`src/rtl/ram_sdp_clear.sv`:
```
`default_nettype none
// ============================================================================
// Module   : ram_sdp_clear
// Purpose  : Single-clock simple-dual-port RAM with per-byte write enables,
//            selectable read-during-write policy, optional output register
//            and a hardware clear engine that fills every word with
//            CLEAR_VALUE after reset or on request.
// Revision : 1.0 - initial release
// ----------------------------------------------------------------------------
// Ports:
//   Clock          in   1              rising-edge clock for all logic
//   Reset          in   1              asynchronous active-high reset
//   Clear_i        in   1              request a full clear (sampled in READY)
//   Busy_o         out  1              high while the clear engine owns memory
//   WriteEnable_i  in   1              write strobe
//   ByteEnable_i   in   LANES          per-lane write mask
//   WriteAddress_i in   ADDRESS_WIDTH  write address
//   Data_i         in   DATA_WIDTH     write data
//   ReadEnable_i   in   1              read strobe
//   ReadAddress_i  in   ADDRESS_WIDTH  read address
//   Data_o         out  DATA_WIDTH     read data (holds between reads)
//   DataValid_o    out  1              one-cycle pulse per returned word
// ============================================================================
module ram_sdp_clear #(
    parameter int                    ADDRESS_WIDTH = 4,
    parameter int                    DATA_WIDTH    = 8,
    parameter int                    BYTE_WIDTH    = 8,
    parameter int                    RDW_MODE      = 0,
    parameter int                    OUTPUT_REG    = 0,
    parameter logic [DATA_WIDTH-1:0] CLEAR_VALUE   = '0
) (
    input  logic                               Clock,
    input  logic                               Reset,
    input  logic                               Clear_i,
    output logic                               Busy_o,
    input  logic                               WriteEnable_i,
    input  logic [DATA_WIDTH/BYTE_WIDTH-1:0]   ByteEnable_i,
    input  logic [ADDRESS_WIDTH-1:0]           WriteAddress_i,
    input  logic [DATA_WIDTH-1:0]              Data_i,
    input  logic                               ReadEnable_i,
    input  logic [ADDRESS_WIDTH-1:0]           ReadAddress_i,
    output logic [DATA_WIDTH-1:0]              Data_o,
    output logic                               DataValid_o
);

    localparam int DEPTH = 2 ** ADDRESS_WIDTH;
    localparam int LANES = DATA_WIDTH / BYTE_WIDTH;

    // ------------------------------------------------------------------
    // Clear engine FSM
    // ------------------------------------------------------------------
    typedef enum logic [0:0] {
        S_CLEAR = 1'b0,
        S_READY = 1'b1
    } state_t;

    state_t                     state;
    state_t                     state_next;
    logic [ADDRESS_WIDTH-1:0]   clear_addr;
    logic [ADDRESS_WIDTH-1:0]   clear_addr_next;

    always_ff @(posedge Clock or posedge Reset) begin
        if (Reset) begin
            state      <= S_CLEAR;
            clear_addr <= '0;
        end else begin
            state      <= state_next;
            clear_addr <= clear_addr_next;
        end
    end

    always_comb begin
        state_next      = state;
        clear_addr_next = clear_addr;
        case (state)
            S_CLEAR: begin
                // The counter wraps naturally to 0 after the last word.
                clear_addr_next = clear_addr + 1'b1;
                if (clear_addr == '1) begin
                    state_next = S_READY;
                end
            end
            S_READY: begin
                if (Clear_i) begin
                    state_next      = S_CLEAR;
                    clear_addr_next = '0;
                end
            end
            default: begin
                state_next      = S_CLEAR;
                clear_addr_next = '0;
            end
        endcase
    end

    logic ready;
    assign ready  = (state == S_READY);
    assign Busy_o = ~ready;

    // User accesses are only honoured once the clear engine has finished.
    logic user_write;
    logic user_read;
    assign user_write = ready & WriteEnable_i;
    assign user_read  = ready & ReadEnable_i;

    // ------------------------------------------------------------------
    // Write port mux: clear engine or user
    // ------------------------------------------------------------------
    logic                       mem_we;
    logic [LANES-1:0]           mem_be;
    logic [ADDRESS_WIDTH-1:0]   mem_waddr;
    logic [DATA_WIDTH-1:0]      mem_wdata;

    always_comb begin
        mem_we    = 1'b0;
        mem_be    = '0;
        mem_waddr = WriteAddress_i;
        mem_wdata = Data_i;
        if (!ready) begin
            // Reset holds the FSM in CLEAR; the array itself must not be
            // written until reset is released.
            mem_we    = ~Reset;
            mem_be    = '1;
            mem_waddr = clear_addr;
            mem_wdata = CLEAR_VALUE;
        end else if (user_write) begin
            mem_we    = 1'b1;
            mem_be    = ByteEnable_i;
        end
    end

    // ------------------------------------------------------------------
    // Storage array (no reset: contents only change through the write port)
    // ------------------------------------------------------------------
    logic [DATA_WIDTH-1:0] mem [DEPTH];

    always_ff @(posedge Clock) begin
        if (mem_we) begin
            for (int k = 0; k < LANES; k++) begin
                if (mem_be[k]) begin
                    mem[mem_waddr][k*BYTE_WIDTH +: BYTE_WIDTH] <= mem_wdata[k*BYTE_WIDTH +: BYTE_WIDTH];
                end
            end
        end
    end

    // ------------------------------------------------------------------
    // Read path. The array read sees pre-write contents because the write
    // lands on the same edge; new-data mode merges the enabled write lanes
    // in front of the read register rather than re-reading the array.
    // ------------------------------------------------------------------
    logic [DATA_WIDTH-1:0] rd_word;
    logic                  rdw_hit;

    assign rdw_hit = (RDW_MODE != 0) && user_write && (WriteAddress_i == ReadAddress_i);

    always_comb begin
        rd_word = mem[ReadAddress_i];
        if (rdw_hit) begin
            for (int k = 0; k < LANES; k++) begin
                if (ByteEnable_i[k]) begin
                    rd_word[k*BYTE_WIDTH +: BYTE_WIDTH] = Data_i[k*BYTE_WIDTH +: BYTE_WIDTH];
                end
            end
        end
    end

    logic [DATA_WIDTH-1:0] rd_data;
    logic                  rd_valid;

    always_ff @(posedge Clock or posedge Reset) begin
        if (Reset) begin
            rd_data  <= '0;
            rd_valid <= 1'b0;
        end else begin
            rd_valid <= user_read;
            if (user_read) begin
                rd_data <= rd_word;
            end
        end
    end

    // ------------------------------------------------------------------
    // Optional output stage. Data only advances with a valid word so the
    // output holds its last value between reads.
    // ------------------------------------------------------------------
    generate
        if (OUTPUT_REG != 0) begin : g_out_reg
            logic [DATA_WIDTH-1:0] out_data;
            logic                  out_valid;

            always_ff @(posedge Clock or posedge Reset) begin
                if (Reset) begin
                    out_data  <= '0;
                    out_valid <= 1'b0;
                end else begin
                    out_valid <= rd_valid;
                    if (rd_valid) begin
                        out_data <= rd_data;
                    end
                end
            end

            assign Data_o      = out_data;
            assign DataValid_o = out_valid;
        end else begin : g_out_direct
            assign Data_o      = rd_data;
            assign DataValid_o = rd_valid;
        end
    endgenerate

endmodule
`default_nettype wire

```
`config.mk`:
```
export PLATFORM = sky130hd
export DESIGN_NAME = ram_sdp_clear
export DESIGN_NICKNAME = d
export VERILOG_FILES = /design/src/rtl/ram_sdp_clear.sv
export SDC_FILE = /design/constraint.sdc
export NUM_CORES = 1
export LEC_CHECK = 0
export ABC_CLOCK_PERIOD_IN_PS = 2500
export BUFFER_PORTS_ARGS = -buffer_cell sky130_fd_sc_hd__buf_4
export CORE_ASPECT_RATIO = 1.1
export CORE_MARGIN = 2
export CORE_UTILIZATION = 50
export CTS_CLUSTER_SIZE = 14
export DETAILED_ROUTE_END_ITERATION = 7
export GPL_TIMING_DRIVEN = 0
export PLACE_DENSITY_LB_ADDON = 0.2
export SYNTH_ARGS = -nofsm -noshare
export SYNTH_HDL_FRONTEND = slang
export SYNTH_SLANG_ARGS = --single-unit
```
`constraint.sdc`:
```
create_clock -name Clock -period 2.5 [get_ports Clock]
set_clock_uncertainty 0.2 [all_clocks]
set_input_delay 0.5 -clock Clock [delete_from_list [all_inputs] [get_ports Clock]]
set_output_delay 0.5 -clock Clock [all_outputs]
set_load 0.02 [all_outputs]
```
==> reports/results.ini <==
[floorplanning]
die_w_um=106.2
io_pins=32
die-area_mm2=0.01237
start_util=0.5069
coreArea_mm2=0.01134
num_rows=41
die_h_um=116.4

[global_route]
grt_start_max_net_pins=17
grt_usage=0.2139
grt_pass1_vias=3180
grt_overflow=0
grt_pass1_wl_um=18550
antenna_found_initial=0

[drt]
vias_per_cell=5.591
drt_first_pass_iters=5
wl_per_cell_um=20.76
via_count=3271
antenna_left=0
drcViolationCount=0
drt-initial-drc-count=308
routed_wl_um=12150

[power]
p_per_area_mw_per_mm2=1022
irDropWorstVdd_mv=0.6335
leakagePower_uw=0.002540

[setup_path]
crit_required_ns=2.34
rr_startpoint=ready
cp-endpoint=mem[15][0]
path_class=register to register
r2r_slack_ns=0.11
crit_path_start_kind=register
endpoint_kind=register
r2r-end=mem[15][0]
path_max_fanout=10
startpoint=ready
reg2regPathDepth=6
worstPathArrival_ns=2.22

[final_layout]
fin_util=0.5994
num-fill-cells=831
drive_gt1_frac=0.1747
fin_nets=445
seqCellArea_mm2=0.004194
stdcell_area_mm2=0.006795
area_growth_pct=18.25
num_antenna_cells=0
multi_input_area_mm2=0.001413

[run]
max_cap_violations=0

[synth]
syn-num-nets=396
ys_types=31
synth_cells=373
syn_area_mm2=0.005747
ys_warn_count=0
syn_area_per_cell_um2=15.41
ys_ff_latch=142
ys_seq_area_frac=0.7298

[timing]
worstMarginPinSlew_ns=0.8472
maxSlewHeadroom=0.4331
hold_slack_ns=-0.002428
setup_viol=0
hold_violations=6
final_min_period_over_clock_period=0.9553
slew_violations=0
max_freq_mhz=418.7
min_period_ns=2.388
rsz0062_at_grt=yes

[placed_design]
placedInstanceArea_mm2=0.006160
io_buffers=30
dp_hpwl_um=7942
finalWeightedCongestion=0.8442

[clock_network]
clkTransAtPathRegs_ns=0.06
postCtsSetupBuffers=0
cts_tree=done
clk_latency_ns=0.41
cts.sink_count=142
cts-buffers-inserted=17
htree_levels=4
clockBufferDepth=2
cts-root-buf=clkbuf_16

[run_status]
violations=hold timing
outcome=complete, but fails checks

[hold_path]
hold_path_class=input port to asynchronous set/reset pin

==> layout by cell type, fill, tap and decap left out, drive strengths merged, types with 3 or more instances in the layout <==
cell,synthesis,routed
edfxtp,128,128
mux2i,64,64
buf,16,46
nand2,40,40
nor2,22,22
clkbuf,1,20
nand3,19,19
a22oi,18,18
dfrtp,14,14
and2,10,10
a21oi,10,10
nand4,7,7
bufinv,0,5
inv,4,4
clkinv,0,4
clkinvlp,0,4
a31oi,3,3
==> cell usage after synthesis <==
library cell  instances  area (µm²)
o32a_1                1       10.01
o31ai_1               2       15.01
a31oi_1               3       18.77
nor2b_1               2       12.51
clkbuf_1              1       3.750
buf_6                 3       33.78
buf_8                 1       15.01
nand2b_1              2       12.51
mux2i_1              64       640.6
and2_1               10       62.56
o21ai_0               2       10.01
nand4b_1              1       8.760
o22ai_1               2       12.51
ha_1                  1       12.51
nand4_1               7       43.79
buf_2                 9       45.04
o2bb2ai_1             1       8.760
nor2_2                1       6.260
nor3b_1               1       7.510
nand3_1              19       95.09
inv_1                 4       15.01
nor3_1                1       5.000
nand2_1              40       150.1
xnor2_1               1       8.760
dfrtp_1              14       350.3
buf_12                1       20.02
edfxtp_1            128        3844
buf_4                 2       15.01
nor2_1               21       78.83
a22oi_1              18       135.1
a21oi_1              10       50.05
==> where the power goes <==
group | leakage (µW) | switching [µW] | internal, µW
Clock | 0.000289 | 896 | 1750
Combinational | 0.000887 | 770 | 369
Sequential | 0.00136 | 133 | 3020
==> through the flow <==
step / setup slack [ns] / total power [µW] / std cells / TNS [ns]
2_1_floorplan: 0.5556 / 3884 / 373 / 0
3_3_place_gp: 0.1414 / 4296 / 553 / 0
3_5_place_dp: 0.1106 / 4324 / 553 / 0
4_1_cts: 0.09515 / 6968 / 585 / 0
5_1_grt: -0.08922 / 7224 / 585 / -1.779
6_report: 0.1118 / 6945 / 585 / 0
==> registers in the layout, indices dropped and copies added, names as in the netlist <==
name / flops
ready: 1
clear_addr: 4
DataValid_o: 1
Data_o: 8
mem: 128
==> worst max-delay path, cell delays in order, from the launching register on <==
cell and delay (ns):
dfrtp_1 0.32, buf_2 0.19, buf_2 0.23, nand4_1 0.10
o21ai_0 0.12, nand2_1 0.18, nor2_1 0.68
==> cells by family after synthesis <==
family | Yosys count | synth area share
xor gates and xnor gates | 1 | 0.001524
AOI/OAI and AO/OA | 39 | 0.04529
muxes | 64 | 0.1115
buffers and inverters | 21 | 0.02569
DFF | 142 | 0.7298
and+or+nand+nor | 105 | 0.08404
adders and majority gates | 1 | 0.002177
==> how the worst min path moves through the flow <==
| stage | to | slack [ns] | depth (start not counted) |
|---|---|---|---|
| 2_1_floorplan | DataValid_o | 0.19 | 1 |
| 3_3_place_gp | Data_o[3] | 0.28 | 2 |
| 3_5_place_dp | Data_o[3] | 0.28 | 2 |
| 4_1_cts | Data_o[3] | 0.01 | 2 |
| 5_1_grt | Data_o[4] | 0.04 | 2 |
| 6_report | Data_o[0] | -0.002 | 2 |
==> area by class of cell <==
| class | count | share of cell area |
|---|---|---|
| Timing Repair Buffer | 30 | 0.03314 |
| Inverter | 4 | 0.002210 |
| Multi-Input combinational cell | 210 | 0.2079 |
| Clock buffer | 19 | 0.06371 |
| Tap cell | 150 | 0.02762 |
| Clock inverter | 13 | 0.02872 |
| Sequential cell | 142 | 0.6172 |
| Buffer | 17 | 0.01952 |
==> metal layers <==
metal / global-route usage / vias to the layer above / share of wire
li1: - / 1519 / -
met1: 0.2932 / 1572 / 0.42
met2: 0.3295 / 158 / 0.48
met3: 0.05078 / 22 / 0.074
met4: 0.09649 / 0 / 0.028
met5: 0 / - / 0
==> timing repair <==
| action | 4_1_cts | 5_1_grt |
|---|---|---|
| resized for setup | 0 | 3 |
| hold buffers | 0 | 0 |
| setup endpoints to repair | 0 | 48 |
No activity file was read; power rests on OpenSTA's default activity.
